<file path="src/rtl/machine_pkg.sv">
// Shared types and coin values for the vending controller.
package machine_pkg;

    typedef enum logic [1:0] {
        IDLE    = 2'd0,
        COLLECT = 2'd1,
        VEND    = 2'd2,
        REFUND  = 2'd3
    } state_e;

    localparam int unsigned NICKEL_C  = 5;
    localparam int unsigned DIME_C    = 10;
    localparam int unsigned QUARTER_C = 25;
    localparam int unsigned DOLLAR_C  = 100;

endpackage

</file>
<file path="src/rtl/machine_edge_det.sv">
// Two-stage sampler with rising-edge detect for the front-panel strobes.
module machine_edge_det (
    input  logic       clk,
    input  logic       rst_n,
    input  logic [4:0] in,
    output logic [4:0] rise
);

    logic [4:0] smp_q;
    logic [4:0] prev_q;

    always_ff @(posedge clk or negedge rst_n) begin
        if (!rst_n) begin
            smp_q  <= '0;
            prev_q <= '0;
        end else begin
            smp_q  <= in;
            prev_q <= smp_q;
        end
    end

    assign rise = smp_q & ~prev_q;

endmodule

</file>
<file path="src/rtl/machine.sv">
// Vending controller: credit accumulation, vend and refund FSM.
// Define MACHINE_VEND_COUNT_EN to add the vend_count output.
module machine
    import machine_pkg::*;
#(
    parameter int unsigned PRICE    = 75,
    parameter int unsigned CREDIT_W = 8
) (
    input  logic                clk,
    input  logic                rst_n,
    input  logic                N,
    input  logic                D,
    input  logic                Q,
    input  logic                O,
    input  logic                E,
    output logic                status,
    output logic                S,
    output logic [CREDIT_W-1:0] credit,
    output logic [CREDIT_W-1:0] change,
`ifdef MACHINE_VEND_COUNT_EN
    output logic                change_vld,
    output logic [15:0]         vend_count
`else
    output logic                change_vld
`endif
);

    localparam logic [CREDIT_W-1:0] PRICE_C = CREDIT_W'(PRICE);

    logic [4:0]          rise;
    logic [CREDIT_W-1:0] coin_v;
    logic [CREDIT_W-1:0] sum;

    state_e              state_q, state_d;
    logic [CREDIT_W-1:0] credit_q, credit_d;
    logic [CREDIT_W-1:0] change_q, change_d;
    logic                s_q, s_d;
    logic                vld_q, vld_d;
    logic                status_q;

    machine_edge_det u_edge (
        .clk   (clk),
        .rst_n (rst_n),
        .in    ({E, O, Q, D, N}),
        .rise  (rise)
    );

    always_comb begin
        coin_v = '0;
        if (rise[0]) coin_v = coin_v + CREDIT_W'(NICKEL_C);
        if (rise[1]) coin_v = coin_v + CREDIT_W'(DIME_C);
        if (rise[2]) coin_v = coin_v + CREDIT_W'(QUARTER_C);
        if (rise[3]) coin_v = coin_v + CREDIT_W'(DOLLAR_C);
    end

    assign sum = credit_q + coin_v;

    always_comb begin
        state_d  = state_q;
        credit_d = credit_q;
        change_d = change_q;
        s_d      = 1'b0;
        vld_d    = 1'b0;
        unique case (state_q)
            IDLE: begin
                if (coin_v != '0) begin
                    state_d  = COLLECT;
                    credit_d = coin_v;
                end
            end
            COLLECT: begin
                credit_d = sum;
                // Coins land before the vend/refund decision.
                if (sum >= PRICE_C) begin
                    state_d  = VEND;
                    s_d      = 1'b1;
                    vld_d    = 1'b1;
                    change_d = sum - PRICE_C;
                end else if (rise[4]) begin
                    state_d  = REFUND;
                    vld_d    = 1'b1;
                    change_d = sum;
                end
            end
            VEND, REFUND: begin
                credit_d = coin_v;
                state_d  = (coin_v != '0) ? COLLECT : IDLE;
            end
            default: state_d = IDLE;
        endcase
    end

    always_ff @(posedge clk or negedge rst_n) begin
        if (!rst_n) begin
            state_q  <= IDLE;
            credit_q <= '0;
            change_q <= '0;
            s_q      <= 1'b0;
            vld_q    <= 1'b0;
            status_q <= 1'b0;
        end else begin
            state_q  <= state_d;
            credit_q <= credit_d;
            change_q <= change_d;
            s_q      <= s_d;
            vld_q    <= vld_d;
            status_q <= (credit_d != '0);
        end
    end

`ifdef MACHINE_VEND_COUNT_EN
    logic [15:0] vcnt_q;

    always_ff @(posedge clk or negedge rst_n) begin
        if (!rst_n) begin
            vcnt_q <= '0;
        end else if (s_d) begin
            vcnt_q <= vcnt_q + 16'd1;
        end
    end

    assign vend_count = vcnt_q;
`endif

    assign status     = status_q;
    assign S          = s_q;
    assign credit     = credit_q;
    assign change     = change_q;
    assign change_vld = vld_q;

endmodule

</file>
<file path="config.mk">
export PLATFORM = sky130hd
export DESIGN_NAME = machine
export DESIGN_NICKNAME = d
export VERILOG_FILES = /design/src/rtl/machine_pkg.sv /design/src/rtl/machine_edge_det.sv /design/src/rtl/machine.sv
export SDC_FILE = /design/constraint.sdc
export NUM_CORES = 1
export LEC_CHECK = 0
export ABC_AREA = 1
export CAP_MARGIN = 20
export CORE_ASPECT_RATIO = 1.1
export CORE_UTILIZATION = 40
export DETAILED_ROUTE_END_ITERATION = 16
export SLEW_MARGIN = 20
export SYNTH_ARGS = -nofsm -noshare
export SYNTH_HDL_FRONTEND = slang
export SYNTH_HIERARCHICAL = 1
export SYNTH_SLANG_ARGS = --single-unit
</file>
<file path="constraint.sdc">
create_clock -name clk -period 3.59 [get_ports clk]
set_input_delay 0.359 -clock clk [delete_from_list [all_inputs] [get_ports clk]]
set_output_delay 0.359 -clock clk [all_outputs]
set_load 0.02 [all_outputs]
</file>
Word-level counts from Yosys, hierarchy flattened:

Index checks and enable logic that the tools add are counted.
Widths: inputs -> output; s select.

* register bits after elaboration: 31
* output and inout port bits: 19
* word-level logic and storage cells: 46
* bits of input ports: 7

* $add $sub $neg: 5
* bitwise gates (word level): 2
* reductions and logical operators: 7
* multiplexer cells: 18
* eq/ne operators: 5
* magnitude comparators: 1

Operator list (number)
* $mux 8: 6
* $pmux 8 s3: 1
* $reduce_bool 8->1: 2
* $add 8x4->8 const B: 1
* $add 8x5->8 const B: 1
* $add 8x7->8 const B: 1
* $add 8x8->8: 1
* $ge 8x7->1 const B: 1
* $sub 8x7->8 const B: 1
* $mux 1: 6
* $mux 2: 3
* $pmux 2 s3: 1
* $and 5x5->5: 1
* $not 5->5: 1
* $eq 2x2->1 const B: 2
* $reduce_and 2->1: 2
* $mux 3: 1
* $ne 3x3->1 const B: 1
* $eq 2x1->1 const B: 1
* $logic_not 2->1: 1
* $ne 2x2->1 const B: 1
* $reduce_bool 2->1: 1
* $reduce_or 2->1: 1

Logic depth before layout (Yosys ltp):

Gate-level depths: netlist (run 1).

* depth after elaboration: 13
* gate-level depth with buffers: 27
* gate-level depth less buffers: 27

Hierarchy:

The synthesis (run 1) kept the hierarchy.

Modules (own cells, without submodules)
* machine: cells an instance 277, instances 1, area each 1989.4 um2, seq. area each 525.5 um2
* machine_edge_det: cells an instance 20, instances 1, area each 300.3 um2, seq. area each 250.2 um2

Least setup slack after synthesis (run 1):

Ideal clock, no wire load.

* path type: register to register
* from: register u_edge.prev_q[1]
* to: register change_q[3] (netlist: change[3])
* stages on the path, launching flop included: 24
* path buffers: 0
* arrival: 3120 ps
* library setup time: 116 ps
* required time: 3474 ps
* clock period less this slack: 3236 ps
* setup slack: 354 ps
* cell sequence: dfrtp_1 > nor2_2 > inv_2 > ha_1 > nand2_1 > nand2_4 > ha_1 > or2_1 > nand2_1 > inv_1 > ha_1 > nand2_1 > inv_2 > nand3_1 > nand3_1 > nand2_1 > nand2_1 > nand3_4 > nand2_8 > nand3_4 > nand2_4 > inv_2 > nand2_1 > nand2_1

* cells in the longest elaborated chain, start to end: 11
* elaborated cells between the ends (all ways): 14
* classes of those cells: add/sub (4); order compare (1); mux (5); bitwise (2); reduce/logical (2)

RTL lines
* start: declaration: line machine_edge_det.sv:10 `logic [4:0] prev_q;`
* start signal: assignment: line machine_edge_det.sv:18 `prev_q <= smp_q;`
* $not 5->5 (*): line machine_edge_det.sv:22 `assign rise = smp_q & ~prev_q;`
* $and 5x5->5 (*): line machine_edge_det.sv:22
* via rise[1]: line machine.sv:30 `logic [4:0] rise;`
* $mux 8 (*): line machine.sv:51 `if (rise[1]) coin_v = coin_v + CREDIT_W'(DIME_C);`
* $add 8x5->8: line machine.sv:52 `if (rise[2]) coin_v = coin_v + CREDIT_W'(QUARTER_C);`
* $mux 8 (*): line machine.sv:52
* $add 8x7->8: line machine.sv:53 `if (rise[3]) coin_v = coin_v + CREDIT_W'(DOLLAR_C);`
* $mux 8 (*): line machine.sv:53
* $add 8x8->8 (*): line machine.sv:56 `assign sum = credit_q + coin_v;`
* $ge 8x7->1: line machine.sv:74 `if (sum >= PRICE_C) begin`
* $reduce_bool 2->1 (no source line)
* $reduce_and 2->1 (no source line)
* end signal: assignment: line machine.sv:104 `change_q <= change_d;`
* end: declaration: line machine.sv:36 `logic [CREDIT_W-1:0] change_q, change_d;`

The timed path passes the listed nets; every way through them passes the cells marked *. The select of a mux whose other input is x is not followed.
A chain may end at the register's enable or synchronous reset.

Worst setup path after layout (run 1):

* from: register u_edge.prev_q[0]
* to: register change_q[0] (netlist: change[0])

* cells in the longest elaborated chain, start to end: 13
* elaborated cells between the ends (all ways): 16
* classes of those cells: add/sub (5); order compare (1); mux (6); bitwise (2); reduce/logical (2)

RTL lines
* $not 5->5 (*): line machine_edge_det.sv:22
* $and 5x5->5 (*): line machine_edge_det.sv:22
* via rise[0]: line machine.sv:30
* $mux 3 (*): line machine.sv:50 `if (rise[0]) coin_v = coin_v + CREDIT_W'(NICKEL_C);`
* $add 8x4->8: line machine.sv:51
* $mux 8 (*): line machine.sv:51
* $add 8x5->8: line machine.sv:52
* $mux 8 (*): line machine.sv:52
* $add 8x7->8: line machine.sv:53
* $mux 8 (*): line machine.sv:53
* $add 8x8->8 (*): line machine.sv:56
* $ge 8x7->1: line machine.sv:74
* $reduce_bool 2->1 (no source line)
* $reduce_and 2->1 (no source line)

Marked as above.

==> results.json, run 1 <==
{
  "outcome": "finished clean",
  "hold_ws_ns": 0.374,
  "grt.total_usage_pct": 18.0,
  "synth_cells": 297,
  "crit_buf_inv": 5,
  "nets": 354,
  "cpMostUsedCell": "nand2_1",
  "crit_type": "reg -> reg",
  "swShare_pct": 48.2,
  "detail-route-antenna-nets": 0,
  "crit_arrival_ns": 3.40,
  "relSlewSlack_pct": 67.2,
  "clkLatencyLatePin_ns": 0.28,
  "dieArea_um2": 6030,
  "synth_mux_area_share_pct": 0,
  "utilization_pct": 51.9,
  "io_pins": 26,
  "synth-seq-cells": 31,
  "vias_per_cell": 4.78,
  "finClkSkew_ns": 0.00573,
  "hold_class": "reg -> reg",
  "wl_per_cell_um": 11.6,
  "async_reset_ff_share_pct": 100,
  "comb_power_share_pct": 68.1,
  "yosys.area_share.simple_pct": 39.7,
  "fin_tns_setup_ns": 0,
  "worst_pin_slew_ns": 0.491,
  "min_period_over_period_pct": 90.0,
  "core_um2": 5430,
  "peakVddDrop_v": 0.000513,
  "grt_pass1_vias": 1856,
  "drv_slew": 0,
  "required_ns": 3.76,
  "p_int_uw": 1490,
  "first_pass_iters": 4,
  "drt_iter0_drc": 96,
  "period_minus_slack_ns": 3.23,
  "numClockSinks": 31,
  "h-tree-depth": 2,
  "crit_fanout": 10,
  "synthesis.nets": 317,
  "cts_hold_buffers": 0,
  "crit_family": "simple AND/OR/NAND/NOR gates",
  "numCtsBuffers": 5,
  "via_count": 1960,
  "synthAdderAreaFrac_pct": 7.43,
  "dpl.hpwl_um": 3760,
  "antenna_found_initial": 0,
  "clockBufferDepth": 2,
  "drt-total-wl_um": 4760,
  "synth_edf_count": 0,
  "drc": 0,
  "holdPathStages": 0,
  "grt_setup_unrepaired": "false",
  "die_height_um": 81.4,
  "clkTransAtPathRegs_ns": 0.06,
  "critPathLaunchType": "register",
  "die_x_um": 74.1,
  "max_stage_delay_ns": 0.39,
  "fmax_mhz": 310,
  "area_delta_synth_final_pct": 23.1,
  "instances_no_fill": 410,
  "start_util_pct": 42.2,
  "slowest_stage": "dfrtp_1",
  "seq_power_share_pct": 19.6,
  "p_clk_share_pct": 12.3,
  "synth-compound-area-share_pct": 6.28,
  "synth-main-ff-cell": "dfrtp_1",
  "gp_congestion": 0.861,
  "synthXorXnorAreaFrac_pct": 2.62,
  "finalSetupViolations": 0,
  "syn_area_um2": 2290,
  "crit_chain": "nor2_4 -> inv_1 -> ha_1 -> nand2_1 -> inv_1 -> nor2_4 -> ha_1 -> or2_1 -> nand2_1 -> inv_1 -> ha_4 -> nand2_1 -> inv_2 -> nand3_1 -> nand3_1 -> nand2_1 -> nand2_2 -> nand3_4 -> nand2_8 -> nand3_4 -> nand2_4 -> inv_2 -> nand2_1 -> nand2_1",
  "ys_seq_area_share_pct": 33.9,
  "powerDensity_nw_per_um2": 1020,
  "n_antenna_cell": 0,
  "num_rows": 28,
  "grt_max_degree": 32,
  "worst_setup_path_end_kind": "register",
  "maxCapViolations": 0,
  "synth.distinct_cells": 33,
  "reg2reg_depth": 24,
  "drive_gt1_share_pct": 17.9,
  "grt_pass1_wl_um": 8200,
  "portBuffers": 25,
  "grt-ovfl-total": 0,
  "synth.avg_cell_area_um2": 7.71,
  "yosys_warnings": 6,
  "place_inst": 398,
  "synth_top_family_by_area": "simple AND/OR/NAND/NOR gates",
  "leakagePower_uw": 0.00146,
  "hold_viol": 0,
  "cts_tree": "yes",
  "cts.root.buffer_cell": "clkbuf_8",
  "cp.depth": 24,
  "switchingPower_uw": 1390
}
-- power by group through the flow --
stage | Clock (uW) | Combinational, uW | Sequential, uW
floorplan | 0 | 1280 | 666
global placement | 0 | 1820 | 570
detailed placement | 0 | 1830 | 566
CTS | 365 | 1830 | 561
global route | 377 | 2200 | 580
finish | 353 | 1960 | 565
-- layout by cell type, fill, tap and decap left out, types with 2 or more instances in the layout --
cell             instances
clkbuf_8                 6
nand3_4                  3
inv_1                   41
a21oi_1                  4
o21ai_4                  2
nor2_1                   9
nand2_2                  4
clkdlybuf4s50_1         25
xnor2_1                  3
xor2_1                   2
nand3_2                  3
nand2_8                  3
inv_2                    8
nand3b_1                 2
buf_4                    8
nor2_2                   6
nand2_1                 97
nand2_4                  5
nor2_4                   4
ha_1                    11
nand4_1                 11
o21ai_0                 10
dfrtp_1                 31
nand3_1                 23
-- kinds of logic (layout without fill, tap and decap cells) --
logic type      count (synthesis)  count (layout)
flops                          31              31
compound gates                 21              21
buf+inv                        53              91
xor+xnor                        6               6
fa+ha+maj                      13              13
simple gates                  173             173
-- synthesized netlist by cell type (2+ instances only) --
cell type	number	area share (%)
ha_1	12	6.6
nand3_4	3	2.3
inv_1	41	6.7
nand2_1	98	16
xnor2_1	3	1.1
nand2_4	6	3.0
nor2_4	3	1.5
o21ai_4	2	1.4
nand2_2	3	0.82
nor2_2	7	1.9
nand3_2	3	1.3
inv_2	8	1.3
dfrtp_1	31	34
nand3_1	23	5.0
a21oi_1	5	1.1
nand2_8	2	1.7
nand4_1	11	3.0
xor2_1	2	0.77
o21ai_0	10	2.2
nand3b_1	2	0.66
nor2_1	9	1.5
buf_6	2	0.98
-- sequential cells by signal, indices dropped and copies added, names as in the netlist --
| register | cells |
|---|---|
| S | 1 |
| change | 8 |
| change_vld | 1 |
| credit | 8 |
| state_q | 2 |
| status | 1 |
| u_edge/prev_q | 5 |
| u_edge/smp_q | 5 |
-- repair_timing --
| action | CTS | global route |
|---|---|---|
| resized for setup | 0 | 6 |
| setup buffers | 0 | 4 |
| endpoints found under the setup margin | 0 | 11 |
-- metrics by stage --
step,worst slack [ns],instance area (um2),power (uW)
2_1_floorplan,0.354,2290,1940
3_3_place_gp,0.275,2630,2390
3_5_place_dp,0.191,2630,2390
4_1_cts,0.175,2740,2760
5_1_grt,0.0216,2820,3150
6_report,0.360,2820,2880
-- per-layer routing --
metal | global-route usage [%] | share of wire (%)
met3 | 4.09 | 5.3
met4 | 6.92 | 0.76
met5 | 0 | 0
met2 | 26.5 | 43
met1 | 25.5 | 51
-- area by class of cell --
| type | count | area (um2) |
|---|---|---|
| clock buffers | 6 | 82.6 |
| clock inverters | 2 | 35.0 |
| fillers | 529 | 2610 |
| inverters | 49 | 184 |
| multi-input cells | 213 | 1320 |
| flip-flops and latches | 31 | 776 |
| well taps | 75 | 93.8 |
| repair buffers | 34 | 330 |
-- path summary, 6_finish.rpt --
kind / start / endpoint / slack [ns]
max: u_edge/prev_q[0] / change[0] / 0.36
min: u_edge/smp_q[0] / u_edge/prev_q[0] / 0.37
max reg2reg: u_edge/prev_q[0] / change[0] / 0.36
min reg2reg: u_edge/smp_q[0] / u_edge/prev_q[0] / 0.37
max in group asynchronous: rst_n / u_edge/prev_q[0] / 2.84
min in group asynchronous: rst_n / change[6] / 0.45
(Power assumes the default switching activity.)
==> inputs of run 2 (changes only) <==
--- a/config.mk
+++ b/config.mk
@@ -10,6 +10,7 @@
 export CORE_ASPECT_RATIO = 1.1
 export CORE_UTILIZATION = 40
 export DETAILED_ROUTE_END_ITERATION = 16
+export RECOVER_POWER = 100
 export SLEW_MARGIN = 20
 export SYNTH_ARGS = -nofsm -noshare
 export SYNTH_HDL_FRONTEND = slang
==> run 2 against run 1 <==
Compared with the run above: the run now ends with capacitance limit, slew limit left; first-iteration DRC count fell by 6.3%; critical endpoint unchanged; critical path type unchanged; largest cell class unchanged; power fell by 2.1%; sequential share of layout area rose by 0.18 points; critical path depth did not move; sequential power fell by 0.7%.
==> results.json, run 2 (synthesized netlist as in run 1, its figures left out) <==
{
  "comb_power_share_pct": 67.6,
  "hold_class": "reg -> reg",
  "min_from": "u_edge/smp_q[0]",
  "h-tree-depth": 2,
  "gp_congestion": 0.861,
  "drv_slew": 32,
  "violations": "capacitance limit, slew limit",
  "swShare_pct": 48.6,
  "dpl_cell_area_um2": 2630,
  "die_x_um": 74.1,
  "min_to": "u_edge/prev_q[0]",
  "finClkSkew_ns": 0.00396,
  "worstReg2RegEnd": "change[0]",
  "crit_fanout": 10,
  "n_antenna_cell": 0,
  "switchingPower_uw": 1370,
  "slowest_stage": "dfrtp_1",
  "io_pins": 26,
  "reg2reg_depth": 24,
  "drt_iter0_drc": 90,
  "worst_setup_path_end_kind": "register",
  "period_minus_slack_ns": 3.23,
  "dieArea_um2": 6030,
  "drive_gt1_share_pct": 17.0,
  "clkTransAtPathRegs_ns": 0.06,
  "relSlewSlack_pct": -7.00,
  "crit_chain": "nor2_4 -> inv_1 -> ha_1 -> nand2_1 -> inv_1 -> nor2_4 -> ha_1 -> or2_1 -> nand2_1 -> inv_1 -> ha_4 -> nand2_1 -> inv_2 -> nand3_1 -> nand3_1 -> nand2_1 -> nand2_2 -> nand3_4 -> nand2_8 -> nand3_4 -> nand2_4 -> inv_2 -> nand2_1 -> nand2_1",
  "first_pass_iters": 4,
  "nets": 354,
  "grt.busiest_layer": "met2",
  "worst_pin_slew_ns": 1.61,
  "grt-ovfl-total": 0,
  "crit_arrival_ns": 3.40,
  "via_count": 1969,
  "cts_tree": "yes",
  "maxCapViolations": 1,
  "fin_tns_setup_ns": 0,
  "cts.root.buffer_cell": "clkbuf_8",
  "min_period_over_period_pct": 89.9,
  "max_stage_delay_ns": 0.39,
  "wl_per_cell_um": 11.6,
  "r2r_start": "u_edge/prev_q[0]",
  "powerDensity_nw_per_um2": 1010,
  "core_um2": 5430,
  "hold_viol": 0,
  "drt-total-wl_um": 4780,
  "numClockSinks": 31,
  "seq_power_share_pct": 19.9,
  "cpMostUsedCell": "nand2_1",
  "fill_cells": 531,
  "critPathLaunchType": "register",
  "mostFrequentLayoutCells": "97 x nand2_1, 42 x inv_1, 31 x dfrtp_1",
  "drc": 0,
  "grt.total_usage_pct": 18.0,
  "vias_per_cell": 4.80,
  "clkLatencyLatePin_ns": 0.28,
  "finalSetupViolations": 0,
  "cts_hold_buffers": 0,
  "crit_type": "reg -> reg",
  "peakVddDrop_v": 0.000519,
  "required_ns": 3.76,
  "start_util_pct": 42.2,
  "area_delta_synth_final_pct": 22.2,
  "dpl.hpwl_um": 3760,
  "portBuffers": 25,
  "p_int_uw": 1450,
  "fmax_mhz": 310,
  "met2_usage_pct": 26.5,
  "use_met1_pct": 25.5,
  "antenna_found_initial": 0,
  "grt_setup_unrepaired": "false",
  "grt_pass1_wl_um": 8200,
  "outcome": "finished, violations left",
  "p_clk_share_pct": 12.5,
  "grt_pass1_vias": 1856,
  "die_height_um": 81.4,
  "stdcell_area_um2": 2800,
  "numCtsBuffers": 5,
  "detail-route-antenna-nets": 0,
  "grtUsageMet3_pct": 4.09,
  "leakagePower_uw": 0.00148,
  "clockBufferDepth": 2,
  "final_common_cell": "nand2_1",
  "r2r_setup_slack_ns": 0.36,
  "num_rows": 28,
  "holdPathStages": 0,
  "grt_max_degree": 32
}
## run 2: how the worst max path moves through the flow
| stage | from | slack, ns | end | depth (start not counted) |
|---|---|---|---|---|
| after floorplan | u_edge/prev_q[1] | 0.35 | change[3] | 23 |
| after global placement | u_edge/prev_q[0] | 0.28 | change[0] | 24 |
| after detailed placement | u_edge/prev_q[0] | 0.19 | change[0] | 24 |
| after CTS | u_edge/prev_q[0] | 0.18 | change[0] | 24 |
| after global routing | u_edge/smp_q[1] | 0.02 | change[4] | 25 |
| final | u_edge/prev_q[0] | 0.36 | change[0] | 24 |
## run 2: cell type report
class                           count  area, um2  share of cell area (%)
Timing Repair Buffer               34        327                    11.7
Tap cell                           75       93.8                    3.35
Sequential cell                    31        776                    27.7
Multi-Input combinational cell    213       1300                    46.5
Clock inverter                      2       35.0                    1.25
Clock buffer                        6       82.6                    2.95
Inverter                           49        184                    6.57
## run 2: critical path, delay by kind of cell (launching register included)
| family | cells | cell delay [ns] |
|---|---|---|
| DFF | 1 | 0.39 |
| adders and majority gates | 3 | 0.71 |
| and+or+nand+nor | 16 | 1.63 |
| buffers and inverters | 5 | 0.37 |
## run 2: stage by stage
stage,util [%],instances,hold slack (ns),power (uW),setup slack (ns)
floorplan,-,297,0.0634,1940,0.354
global placement,48.3,398,0.359,2390,0.275
detailed placement,48.3,398,0.364,2390,0.191
CTS,50.5,406,0.379,2760,0.175
global route,51.5,410,0.389,3090,0.0221
finish,51.5,410,0.374,2820,0.361
## run 2: what timing repair did
item,4_1_cts,5_1_grt
endpoints found under the hold margin,0,0
endpoints found under the setup margin,0,11
resized for setup,0,6
buffers inserted,0,4
## run 2: power groups by stage
stage | logic [uW] | registers [uW] | clock network [uW]
6_report | 1910 | 561 | 352
3_5_place_dp | 1830 | 566 | 0
5_1_grt | 2140 | 576 | 377
4_1_cts | 1830 | 561 | 365
3_3_place_gp | 1820 | 570 | 0
2_1_floorplan | 1280 | 666 | 0
## run 2: metal layers
metal	routed length (um)	vias up	part of all wire, %
met5	0	-	0
met4	36	0	0.75
met3	228	2	4.8
met2	2060	44	43
met1	2450	915	51
li1	-	1008	-
==> inputs of run 3 (changes only) <==
--- a/config.mk
+++ b/config.mk
@@ -11,6 +11,7 @@
 export CORE_UTILIZATION = 40
 export DETAILED_ROUTE_END_ITERATION = 16
 export RECOVER_POWER = 100
+export SKIP_LAST_GASP = 1
 export SLEW_MARGIN = 20
 export SYNTH_ARGS = -nofsm -noshare
 export SYNTH_HDL_FRONTEND = slang
==> results of run 3 <==
Same layout as run 2: the final DEF is identical, and so are final timing and power.
